<file path="src/rtl/alu_pkg.sv">
// Definitions shared by the ALU flag stage and the branch unit:
// the flag vector type, flag bit positions and condition-code encodings.
package alu_pkg;

  typedef logic [3:0] flag_t;

  localparam int FLAG_N = 3;
  localparam int FLAG_Z = 2;
  localparam int FLAG_C = 1;
  localparam int FLAG_V = 0;

  typedef enum logic [3:0] {
    COND_EQ = 4'h0,
    COND_NE = 4'h1,
    COND_CS = 4'h2,
    COND_CC = 4'h3,
    COND_MI = 4'h4,
    COND_PL = 4'h5,
    COND_VS = 4'h6,
    COND_VC = 4'h7,
    COND_HI = 4'h8,
    COND_LS = 4'h9,
    COND_GE = 4'hA,
    COND_LT = 4'hB,
    COND_GT = 4'hC,
    COND_LE = 4'hD,
    COND_AL = 4'hE,
    COND_NV = 4'hF
  } cond_t;

endpackage

</file>
<file path="src/rtl/alu_flag_stage_if.sv">
// Op handshake toward the flag stage (in_*) and registered op toward writeback (out_*).
interface alu_flag_stage_if #(
  parameter int WIDTH = 32,
  parameter int RD_W  = 4
);
  logic             in_valid;
  logic             in_ready;
  logic [WIDTH-1:0] in_result;
  logic             in_n;
  logic             in_z;
  logic             in_c;
  logic             in_v;
  logic             in_set_flags;
  logic [3:0]       in_cond;
  logic             in_wen;
  logic [RD_W-1:0]  in_rd;

  logic             out_valid;
  logic             out_ready;
  logic [WIDTH-1:0] out_result;
  logic [RD_W-1:0]  out_rd;
  logic             out_wen;

  modport master (
    output in_valid, in_result, in_n, in_z, in_c, in_v, in_set_flags, in_cond, in_wen, in_rd,
    input  in_ready,
    input  out_valid, out_result, out_rd, out_wen,
    output out_ready
  );

  modport slave (
    input  in_valid, in_result, in_n, in_z, in_c, in_v, in_set_flags, in_cond, in_wen, in_rd,
    output in_ready,
    output out_valid, out_result, out_rd, out_wen,
    input  out_ready
  );
endinterface

</file>
<file path="src/rtl/alu_flag_stage_cond_eval.sv">
// Purely combinational condition-code evaluator against an NZCV vector.
module cond_eval
  import alu_pkg::*;
(
  input  logic [3:0] cond,
  input  flag_t      nzcv,
  output logic       pass
);

  logic n, z, c, v;

  assign n = nzcv[FLAG_N];
  assign z = nzcv[FLAG_Z];
  assign c = nzcv[FLAG_C];
  assign v = nzcv[FLAG_V];

  always_comb begin
    pass = 1'b0;
    case (cond_t'(cond))
      COND_EQ: pass = z;
      COND_NE: pass = !z;
      COND_CS: pass = c;
      COND_CC: pass = !c;
      COND_MI: pass = n;
      COND_PL: pass = !n;
      COND_VS: pass = v;
      COND_VC: pass = !v;
      COND_HI: pass = c && !z;
      COND_LS: pass = !c || z;
      COND_GE: pass = (n == v);
      COND_LT: pass = (n != v);
      COND_GT: pass = !z && (n == v);
      COND_LE: pass = z || (n != v);
      COND_AL: pass = 1'b1;
      COND_NV: pass = 1'b0;
      default: pass = 1'b0;
    endcase
  end

endmodule

</file>
<file path="src/rtl/alu_flag_stage.sv">
// Flag stage after the ALU: owns NZCV, evaluates each op's condition, annuls
// failed ops' writeback and registers the op toward writeback (one-deep valid/ready).
module alu_flag_stage
  import alu_pkg::*;
#(
  parameter int WIDTH = 32,
  parameter int RD_W  = 4,
  parameter int CNT_W = 8
) (
  input  logic              clk,
  input  logic              rst,
  alu_flag_stage_if.slave   bus,
  input  logic              flag_wr,
  input  flag_t             flag_wdata,
  output flag_t             nzcv,
  output logic              cond_pass,
  output logic [CNT_W-1:0]  annul_count
);

  localparam logic [CNT_W-1:0] CNT_MAX = '1;

  flag_t            nzcv_reg,  nzcv_next;
  logic [CNT_W-1:0] annul_reg, annul_next;
  logic             out_valid_reg;
  logic             out_wen_reg;
  logic [WIDTH-1:0] out_result_reg;
  logic [RD_W-1:0]  out_rd_reg;

  logic  in_ready_w;
  logic  accept;
  logic  pass;
  flag_t alu_flags;

  // No forwarding: the previous op's flags are already committed by the time
  // the next op can be accepted.
  cond_eval u_cond_eval (
    .cond (bus.in_cond),
    .nzcv (nzcv_reg),
    .pass (pass)
  );

  // A direct flag load stalls the input so it never collides with an ALU update.
  assign in_ready_w = !flag_wr && (!out_valid_reg || bus.out_ready);
  assign accept     = bus.in_valid && in_ready_w;
  assign alu_flags  = {bus.in_n, bus.in_z, bus.in_c, bus.in_v};

  always_comb begin
    nzcv_next  = nzcv_reg;
    annul_next = annul_reg;
    if (flag_wr) begin
      nzcv_next = flag_wdata;
    end else if (accept && pass && bus.in_set_flags) begin
      nzcv_next = alu_flags;
    end
    if (accept && !pass && (annul_reg != CNT_MAX)) begin
      annul_next = annul_reg + 1'b1;
    end
  end

  always_ff @(posedge clk or posedge rst) begin
    if (rst) begin
      nzcv_reg  <= '0;
      annul_reg <= '0;
    end else begin
      nzcv_reg  <= nzcv_next;
      annul_reg <= annul_next;
    end
  end

  // Annulled ops still travel downstream (with wen cleared) to keep retirement in order.
  always_ff @(posedge clk or posedge rst) begin
    if (rst) begin
      out_valid_reg  <= 1'b0;
      out_wen_reg    <= 1'b0;
      out_result_reg <= '0;
      out_rd_reg     <= '0;
    end else if (accept) begin
      out_valid_reg  <= 1'b1;
      out_wen_reg    <= bus.in_wen && pass;
      out_result_reg <= bus.in_result;
      out_rd_reg     <= bus.in_rd;
    end else if (bus.out_ready) begin
      out_valid_reg  <= 1'b0;
    end
  end

  assign bus.in_ready   = in_ready_w;
  assign bus.out_valid  = out_valid_reg;
  assign bus.out_wen    = out_wen_reg;
  assign bus.out_result = out_result_reg;
  assign bus.out_rd     = out_rd_reg;
  assign nzcv           = nzcv_reg;
  assign cond_pass      = pass;
  assign annul_count    = annul_reg;

endmodule

</file>
<file path="src/flat_wrapper.sv">
// flat-port wrapper written by rule: the top's interface ports become plain ports
module alu_flag_stage_flat import alu_pkg::*;
#(
  parameter int WIDTH = 32,
  parameter int RD_W  = 4,
  parameter int CNT_W = 8
)
  (clk, rst, flag_wr, flag_wdata, nzcv, cond_pass, annul_count, bus_in_valid, bus_in_result, bus_in_n, bus_in_z, bus_in_c, bus_in_v, bus_in_set_flags, bus_in_cond, bus_in_wen, bus_in_rd, bus_in_ready, bus_out_valid, bus_out_result, bus_out_rd, bus_out_wen, bus_out_ready);
  alu_flag_stage_if #(.WIDTH(WIDTH), .RD_W(RD_W)) bus_i ();
  input  logic clk;
  input  logic rst;
  input  logic flag_wr;
  input  flag_t flag_wdata;
  output flag_t nzcv;
  output logic cond_pass;
  output logic [CNT_W-1:0] annul_count;
  input wire logic [$bits(bus_i.in_valid)-1:0] bus_in_valid;
  input wire logic [$bits(bus_i.in_result)-1:0] bus_in_result;
  input wire logic [$bits(bus_i.in_n)-1:0] bus_in_n;
  input wire logic [$bits(bus_i.in_z)-1:0] bus_in_z;
  input wire logic [$bits(bus_i.in_c)-1:0] bus_in_c;
  input wire logic [$bits(bus_i.in_v)-1:0] bus_in_v;
  input wire logic [$bits(bus_i.in_set_flags)-1:0] bus_in_set_flags;
  input wire logic [$bits(bus_i.in_cond)-1:0] bus_in_cond;
  input wire logic [$bits(bus_i.in_wen)-1:0] bus_in_wen;
  input wire logic [$bits(bus_i.in_rd)-1:0] bus_in_rd;
  output wire logic [$bits(bus_i.in_ready)-1:0] bus_in_ready;
  output wire logic [$bits(bus_i.out_valid)-1:0] bus_out_valid;
  output wire logic [$bits(bus_i.out_result)-1:0] bus_out_result;
  output wire logic [$bits(bus_i.out_rd)-1:0] bus_out_rd;
  output wire logic [$bits(bus_i.out_wen)-1:0] bus_out_wen;
  input wire logic [$bits(bus_i.out_ready)-1:0] bus_out_ready;
  assign bus_i.in_valid = bus_in_valid;
  assign bus_i.in_result = bus_in_result;
  assign bus_i.in_n = bus_in_n;
  assign bus_i.in_z = bus_in_z;
  assign bus_i.in_c = bus_in_c;
  assign bus_i.in_v = bus_in_v;
  assign bus_i.in_set_flags = bus_in_set_flags;
  assign bus_i.in_cond = bus_in_cond;
  assign bus_i.in_wen = bus_in_wen;
  assign bus_i.in_rd = bus_in_rd;
  assign bus_in_ready = bus_i.in_ready;
  assign bus_out_valid = bus_i.out_valid;
  assign bus_out_result = bus_i.out_result;
  assign bus_out_rd = bus_i.out_rd;
  assign bus_out_wen = bus_i.out_wen;
  assign bus_i.out_ready = bus_out_ready;
  alu_flag_stage #(.WIDTH(WIDTH), .RD_W(RD_W), .CNT_W(CNT_W)) u_core (.clk(clk), .rst(rst), .bus(bus_i), .flag_wr(flag_wr), .flag_wdata(flag_wdata), .nzcv(nzcv), .cond_pass(cond_pass), .annul_count(annul_count));
endmodule
</file>
<file path="config.mk">
export PLATFORM = sky130hd
export DESIGN_NAME = alu_flag_stage_flat
export DESIGN_NICKNAME = d
export VERILOG_FILES = /design/src/rtl/alu_pkg.sv /design/src/rtl/alu_flag_stage_if.sv /design/src/rtl/alu_flag_stage_cond_eval.sv /design/src/rtl/alu_flag_stage.sv /design/src/flat_wrapper.sv
export SDC_FILE = /design/constraint.sdc
export NUM_CORES = 1
export LEC_CHECK = 0
export BUFFER_PORTS_ARGS = -buffer_cell sky130_fd_sc_hd__buf_2
export CAP_MARGIN = 20
export CORE_MARGIN = 3
export CORE_UTILIZATION = 49
export DETAILED_ROUTE_END_ITERATION = 12
export GPL_TIMING_DRIVEN = 0
export PLACE_DENSITY = 0.84
export SETUP_SLACK_MARGIN = 0.02
export SLEW_MARGIN = 20
export SYNTH_ARGS = -nofsm -noshare
export SYNTH_HDL_FRONTEND = slang
export SYNTH_SLANG_ARGS = --single-unit
</file>
<file path="constraint.sdc">
create_clock -name clk -period 4.4 [get_ports clk]
set_input_delay 0.22 -clock clk [delete_from_list [all_inputs] [get_ports clk]]
set_output_delay 0.22 -clock clk [all_outputs]
set_load 0.02 [all_outputs]
</file>
* Yosys cells after proc, flatten, opt, wreduce, memory -nomap -nowiden
Cells that the tools add are included.
Storage, ports and cells: logic and storage cells 52, input bits 55, output and inout port bits 52, register bits 50
Cells by class: $add $sub $neg 1, eq/ne operators 18, reduce and logical (&&, ||, !) cells 22, muxes and demuxes 5
Operators by type and width (count):
- 4-bit equality test, second input constant | 8
- 4-bit by 3-bit equality test with 1-bit output, second input constant | 4
- 1-bit one-hot mux with 16 select lines | 1
- 1-bit logical AND | 9
- 8-bit by 1-bit adder with 8-bit output, second input constant | 1
- 4-bit by 2-bit equality test with 1-bit output, second input constant | 2
- 4-bit 2-to-1 mux | 2
- 8-bit inequality test, second input constant | 1
- 1-bit zero test | 7
- 4-bit by 1-bit equality test with 1-bit output, second input constant | 1
- 4-bit zero test | 1
- 2-bit nonzero test | 2
- 1-bit logical OR | 3
- 1-bit 2-to-1 mux | 2
- 1-bit equality test | 1
- 1-bit inequality test | 1

* Longest topological paths before layout
Gate-level depths: netlist of run 1.
depth after elaboration 8, mapped depth 8, depth with buffers taken out 6

* Cells and area by module
Synthesis of run 1 repeated with hierarchy kept, for this count alone.
Unflattened totals: cells, all modules 168, area, all modules 2268.4 µm²
By module, submodules not included:
- alu_flag_stage | seq. area each 1251.2 µm², cells an instance 145, area an instance 2113.3 µm², instances 1
- cond_eval | seq. area each 0.0 µm², cells an instance 23, area an instance 155.1 µm², instances 1

* Worst setup path before layout of run 1
OpenSTA, ideal clock, no wires.
kind flip-flop to output port, start point register u_core.nzcv_reg[3] (netlist: u_core.nzcv[3]), end point output cond_pass, path slack 2.314 ns, arrival time 1.866 ns, buffers on the path 0, stages on the path, launching flop included 7, required time 4.180 ns, path through dfrtp_1 xnor2_1 o21a_1 nor3b_1 o31ai_4 and2b_2 a21oi_1
On the way: longest elaborated chain between the ends 3, elaborated cells on any way between the ends 6, classes of those cells eq/ne: 2; mux: 1; reduce/logical: 3
RTL lines:
- start, declared | RTL line alu_flag_stage.sv:22 | flag_t nzcv_reg, nzcv_next;
- start signal, assigned | RTL line alu_flag_stage.sv:65 | nzcv_reg <= nzcv_next;
- 1-bit inequality test or 1-bit equality test (tied branches)
- 1-bit logical OR or 1-bit logical AND (tied branches) | RTL line alu_flag_stage_cond_eval.sv:33, alu_flag_stage_cond_eval.sv:32
- 1-bit one-hot mux with 16 select lines (*) | RTL line alu_flag_stage_cond_eval.sv:19 | case (cond_t'(cond))
- end, declared | RTL line flat_wrapper.sv:15 | output logic cond_pass;
Mark *: on every way between the ends. The rest lies on a longest branch, timed or not.

* Worst setup path in the final report of run 1
Same ends and word-level chain as after synthesis.

==> results.md, run 1 <==
* R2r startpoint: u_core.nzcv[3]
* Root buf cell: clkbuf_8
* Most common cell after layout, fill and taps aside: buf_2
* Cell taking the most area after synthesis: dfrtp_1
* Clock Latency Late Sink at approximately 0.29 ns
* Vias at between 1500 and 2000
* Crit path time final at between 2 and 2.5 ns
* Starting Density at 0.5331
* Routed Antenna Nets at 0
* CTS tree: built
* Setup violators final at 0
* Fmax at about 420 MHz
* Wire length per cell at between 15 and 20 um
* R2r endpoint: u_core.annul_count[1]
* Worst setup startpoint: u_core.nzcv[3]
* GRT Resource Usage Total at 0.1942
* # resized after CTS at 0
* Overall die width at 73.61 um
* H-Tree Level Count at 2
* Drt total wl at around 5000 um
* Synth Warn # at 0
* #FFs+latches synth at 50
* Final TNS setup at 0 ns
* CP arrival at about 2.2 ns
* Register area share after synthesis at 0.5587
* FILL cells at between 300 and 400
* Max reg flops at 32
* Cells after synthesis at about 170
* DR vias/cell at 5.195
* Clk_skew at just over 0.007 ns
* CP max FO at 9
* Top-area cell type share of the netlist area at 0.5587
* Slew margin rel. at 0.6777
* Min-delay src: bus_in_result[14]
* Final Util at 0.6983
* CTS Sinks at 50
* Drt first-iter violations at 95
* CP Capture Point: cond_pass
* Crit-path max cell delay at roughly 0.42 ns
* Final slew viol count at 0
* # rows at 23
* Fraction of layout cells with a size suffix above 1 at 0.5971
* CTS buffer count at 5
* Outcome: finished, final reports clean
* Pre-Repair DR Iteration Count at 4
* Clock-pin slew on the worst setup and hold paths at ~0.090 ns
* Maximum vdd drop at 0.0002908 V
* Cell Pwr Density at roughly 440 nW/um^2
* Worst hold-check path type: in -> reg
* DIE AREA at 5418 um^2
* Max_cap viols at 0
* Crit share post-route at 0.5433
* Critical Path Sink Type: output pin
* Worst-path cell chain: xnor2_1, a21oi_1, nor3_1, o31ai_4, and2b_2, a21oi_1, buf_2
* R2R Setup Slk at around 2.4 ns
* CP required at 4.18 ns
* Area occupied by multi-input gates at between 900 and 1000 um^2
* Final hold vios at 0
* Commonest non-fill, non-tap cells in the layout: 108 x buf_2, 50 x dfrtp_1, 39 x mux2_2
* Gr ovfl total at 0
* WHS at between 0.1 and 0.15 ns
* Diode count at 0
* RD Place Congestion at around 0.90
* Vert. Die Dim at about 74 um
* Leakage at 1.427 nW
* Actual slew at the worst max-slew pin at ~0.48 ns
* Io pins at about 110
* FF-to-FF path depth at 6
* Critical path class: reg -> out
* Mapped Nets at approximately 220
* Layout Nets at 333
* Longest Clk Path Bufs at 2
* Most used cell, CP: a21oi_1
* Vias in the first global route at 1793
* Synth unique cells at 34
* Top cells by area, synth: dfrtp_1 56%, mux2_2 20%, xnor2_1 3.5%
* CP Launch Type: register
* Largest net degree at the start of global routing at 30
* PortBufs at just over 100
* Syn Std Cell Area at 2240 um^2
* Slowest CP cell: dfrtp_1
* Core Region at roughly 4200 um^2
* First-pass GRT wire length at 8079 um
* Drt drc at 0
* Dpl hpwl at between 3000 and 4000 um
* Synthesis-to-finish area growth at 31.01%
* Initial antenna violation count at 0
* Syn Area/Cell at about 14 um^2
* Register Area at between 1000 and 1500 um^2
* Unrepaired setup endpoints after global routing: no
-- per-layer routing --
layer  up-vias  global-route usage  share of wire
met1       830              0.2174           0.37
met5         -                   0              0
met2        61              0.3455           0.53
met3         4             0.07798          0.093
li1        809                   -              -
met4         0             0.04225         0.0069
-- how the worst min path moves through the flow --
stage	slack, ns	end	cells past startpoint
2_1_floorplan	0.37	u_core.bus.out_wen	2
3_3_place_gp	0.45	u_core.bus.out_rd[1]	2
3_5_place_dp	0.27	u_core.bus.out_result[22]	2
4_1_cts	0.14	u_core.bus.out_result[14]	2
5_1_grt	0.13	u_core.bus.out_result[24]	2
6_report	0.15	u_core.bus.out_result[14]	2
-- final cells by class --
class                   count  area share
repair buffers            105      0.1859
clock inverters             2    0.004691
flip-flops and latches     50      0.4264
inverters                   4    0.005117
clock buffers               6     0.02473
well taps                  50     0.02132
plain buffers               8     0.01748
multi-input cells         103      0.3143
-- metrics by stage --
| stage | power (mW) | cell area [um^2] | cells | setup WS [ns] |
|---|---|---|---|---|
| global placement | 1.025 | 2818 | 318 | 2.367 |
| CTS | 1.302 | 2934 | 328 | 2.005 |
| finish | 1.285 | 2934 | 328 | 2.009 |
| detailed placement | 1.042 | 2838 | 319 | 2.340 |
| global route | 1.360 | 2934 | 328 | 1.850 |
| floorplan | 0.8809 | 2240 | 165 | 2.314 |
-- critical path, delay by kind of cell (launching register included) --
family / cells / cell delay [ns]
AND/OR/NAND/NOR: 2 / 0.53
AO/OA/AOI/OAI: 3 / 0.44
flip-flops: 1 / 0.42
XOR/XNOR: 1 / 0.31
buffers and inverters: 1 / 0.18
-- synth_stat cells, drive strengths merged --
| master | instances |
|---|---|
| a21oi | 2 |
| a31o | 1 |
| a31oi | 1 |
| a32o | 1 |
| a41oi | 1 |
| and2 | 1 |
| and2b | 1 |
| and3 | 3 |
| buf | 8 |
| dfrtp | 50 |
| ha | 1 |
| inv | 4 |
| mux2 | 43 |
| mux2i | 3 |
| nand2 | 4 |
| nand2b | 2 |
| nand3 | 6 |
| nand3b | 1 |
| nand4 | 7 |
| nor2 | 3 |
| nor2b | 3 |
| nor3 | 2 |
| nor3b | 1 |
| o21a | 2 |
| o21ai | 2 |
| o22ai | 1 |
| o31ai | 1 |
| or2 | 1 |
| xnor2 | 9 |
-- where the power goes --
part           switching [mW]  internal (mW)
Combinational           0.238          0.178
Sequential             0.0638          0.548
Clock                   0.145          0.112
-- cells by family after synthesis --
logic type	Yosys count	synth area share
DFF	50	0.5587
muxes	46	0.2296
and+or+nand+nor	35	0.08995
AOI/OAI and AO/OA	12	0.05140
buffers and inverters	12	0.02960
xor gates and xnor gates	9	0.03520
adders and majority gates	1	0.005586
-- what timing repair did --
action / 4_1_cts / 5_1_grt
hold buffers: 1 / 0
hold endpoints to repair: 21 / 0
setup buffers: 0 / 0
No activity file was read; power rests on OpenSTA's default activity.
==> run 2, diff against run 1 <==
- ABC_AREA: default -> 1
- CORE_UTILIZATION: 49 -> 46
- PLACE_DENSITY: 0.84 -> 0.79
- clock period: 4.4 -> 2.4 ns (I/O delays scaled with it)
==> results.md, run 2 <==
* DR vias/cell at 4.582 (-12%)
* GR Layer Usage met3 at 0.06103 (-0.01694)
* Critical Path Sink Type: output pin
* Final hold vios at 0 (unchanged)
* R2r endpoint: u_core.annul_count[0]
* Diode count at 0 (unchanged)
* Final slew viol count at 0 (unchanged)
* Drt total wl at 5220 um (+5.6%)
* Largest net degree at the start of global routing at 27 (-10%)
* Initial antenna violation count at 0 (unchanged)
* Slowest CP cell: dfrtp_1
* First-pass GRT wire length at 9135 um (+13%)
* Gr ovfl total at 0 (unchanged)
* Final Power at 2.404 mW (+87%)
* Drt drc at 0 (unchanged)
* # resized after CTS at 0 (unchanged)
* Dpl hpwl at 4014 um (+2.0%)
* Most common cell in the synthesized netlist: nand2_1
* Vias in the first global route at 2062 (+15%)
* Syn Std Cell Area at 2328 um^2 (+4.0%)
* Met1 Usage GRT at 0.2450 (+0.02767)
* Critical path class: reg -> out
* Worst-path cell chain: nor3_1, nand2_1, nand2_1, nand2_1, nand3_2, nand2_2, nand2_4, nand2_4, inv_1, buf_2
* Actual slew at the worst max-slew pin at 0.5589 ns (+0.07544 ns)
* Crit path time final at 1.841 ns
* #FFs+latches synth at 50 (unchanged)
* Worst hold-check path type: in -> reg
* Met2 Usage GRT at 0.3074 (-0.03805)
* Max_cap viols at 0 (unchanged)
* CTS Hold Bufs at 2 (+1)
* Top post-synthesis cells by count: 165 x nand2_1, 50 x dfrtp_1, 14 x nand3_1
* Register area share after synthesis at 0.5373 (-0.02131)
* Outcome: finished, final reports clean
* DIE AREA at 5951 um^2 (+9.9%)
* GRT Resource Usage Total at 0.1876 (-0.006601)
* Commonest non-fill, non-tap cells in the layout: 165 x nand2_1, 110 x buf_2, 50 x dfrtp_1
* CTS Sinks at 50 (unchanged)
* RD Place Congestion at 0.8068 (-11%)
* Buf/Inv on CP at 2 (+1)
* Routed Antenna Nets at 0 (unchanged)
* CP required at 2.28 ns (-1.90 ns)
* FF-to-FF path depth at 7 (+1)
* Worst setup startpoint: u_core.nzcv[2]
* Mapped Nets at 345 (+56%)
* R2R Setup Slk at 0.64 ns (-1.73 ns)
* CP Launch Type: register
* Cell taking the most area after synthesis: dfrtp_1
* CP Capture Point: cond_pass
* Overall die width at 77.15 um (+4.8%)
* Cells after synthesis at 289 (+75%)
* Setup violators final at 0 (unchanged)
* Root buf cell: clkbuf_8
* Synth Warn # at 0 (unchanged)
* Clk_skew at 0.01228 ns (+0.005200 ns)
* Slew margin rel. at 0.6269 (-0.05084)
* Layout Nets at 462 (+39%)
* Drt first-iter violations at 67 (-29%)
* Wire length per cell at 11.01 um (-27%)
* Unrepaired setup endpoints after global routing: no
* Top Usage Layer GRT: met2
* Vias at 2172 (+27%)
* Final TNS setup at 0 ns (unchanged)
* Clock Latency Late Sink at 0.30 ns (about the same)
* Psw at 0.8929 mW (+100%)
* CTS tree: built
* CP arrival at 1.72 ns (-0.45 ns)
* Top_reg_cell synth: dfrtp_1
* Synthesis-to-finish area growth at 32.24%
* Longest Clk Path Bufs at 2 (unchanged)
* Syn Area/Cell at 8.057 um^2 (-41%)
* Cell Pwr Density at 780.8 nW/um^2 (+78%)
* PortBufs at 106 (+2.9%)
* Top-area cell type share of the netlist area at 0.5373 (-0.02131)
* Crit-path max cell delay at 0.43 ns (about the same)
* Fraction of layout cells with a size suffix above 1 at 0.3366 (-0.2605)
* Pre-Repair DR Iteration Count at 4 (unchanged)
* Share of total power in combinational logic at 0.332 (+0.008)
* Most common cell after layout, fill and taps aside: nand2_1
* Crit-path leading delay family: simple AND/OR/NAND/NOR gates
* CTS buffer count at 5 (unchanged)
* Clock-pin slew on the worst setup and hold paths at 0.10 ns (about the same)
* Post-synth ARST share at 1.000 (unchanged)
* R2r startpoint: u_core.annul_count[0]
* Maximum vdd drop at 0.0004248 V (+46%)
* Starting Density at 0.4834 (-0.04968)
* Critical path depth at 10 (+3)
* Max reg flops at 32 (unchanged)
* Post-CTS setup buffer count at 0 (unchanged)
* Fmax at 543.1 MHz
* # rows at 25 (+8.7%)
* Vert. Die Dim at 77.15 um (+4.8%)
* Most used cell, CP: nand2_1
* CP max FO at 5 (-4)
* Leakage at 1.830 nW (+28%)
* Sequential Power Share at 0.469 (-0.007)
* Core Region at 4817 um^2 (+15%)
* Clk pwr share at 0.199 (about the same)
* Sw frac at 0.3714 (+0.02371)
* Crit share post-route at 0.7672
* EDFF count, synth at 0 (unchanged)
* H-Tree Level Count at 2 (unchanged)
* Top cells by area, synth: dfrtp_1 54%, nand2_1 27%, nand3_1 3.0%
* Synth unique cells at 28 (-18%)
* Io pins at 107 (unchanged)
* Internal power at 1.511 mW (+80%)
-- run 2: logic make-up after synthesis --
family | Yosys count | share of synthesized area
buf+inv | 22 | 0.04460
fa+ha+maj | 1 | 0.005373
compound gates | 10 | 0.02956
flops | 50 | 0.5373
simple gates | 200 | 0.3525
xor+xnor | 6 | 0.03063
-- run 2: tightest hold or removal path, stage by stage --
cell	delay (ns)
buf_2	0.07
nand2_1	0.04
nand2_1	0.04
-- run 2: per-stage QoR --
step	instances	hold WS [ns]	util	setup slack (ns)	instance area, um^2
floorplan	289	0.2296	-	0.6447	2328
global placement	462	0.3119	0.6109	0.4160	2943
detailed placement	463	0.2082	0.6151	0.6559	2963
CTS	473	0.002362	0.6371	0.5608	3069
global route	474	0.005999	0.6392	0.3899	3079
finish	474	0.009237	0.6392	0.5587	3079
-- run 2: cell type report --
class | count | area (um^2)
Timing Repair Buffer | 110 | 580.6
Sequential cell | 50 | 1251
Inverter | 13 | 48.80
Clock buffer | 6 | 72.57
Multi-Input combinational cell | 217 | 973.4
Tap cell | 67 | 83.83
Buffer | 9 | 55.05
Clock inverter | 2 | 13.76
Fill cell | 457 | 1738
-- run 2: worst min path at each step --
stage / from / end / slack (ns) / depth (start not counted)
2_1_floorplan: bus_in_rd[0] / u_core.bus.out_rd[0] / 0.23 / 2
3_3_place_gp: bus_in_result[7] / u_core.bus.out_result[7] / 0.31 / 3
6_report: bus_in_result[24] / u_core.bus.out_result[24] / 0.009 / 3
3_5_place_dp: rst / u_core.annul_count[7] / 0.21 / 2
5_1_grt: bus_in_result[5] / u_core.bus.out_result[5] / 0.006 / 3
4_1_cts: bus_in_rd[3] / u_core.bus.out_rd[3] / 0.002 / 3
-- run 2: metal layers --
metal / vias to the layer above / wire, um
met5: - / 0
met4: 0 / 30
met3: 5 / 467
met2: 80 / 2426
met1: 973 / 2296
li1: 1114 / -
-- run 2: power groups by stage --
stage | logic [mW] | clock network (mW) | registers (mW)
after CTS | 0.810 | 0.494 | 1.13
after detailed placement | 0.806 | 0 | 1.14
after global routing | 0.882 | 0.533 | 1.16
after global placement | 0.785 | 0 | 1.14
after floorplan | 0.327 | 0 | 1.33
final | 0.798 | 0.478 | 1.13
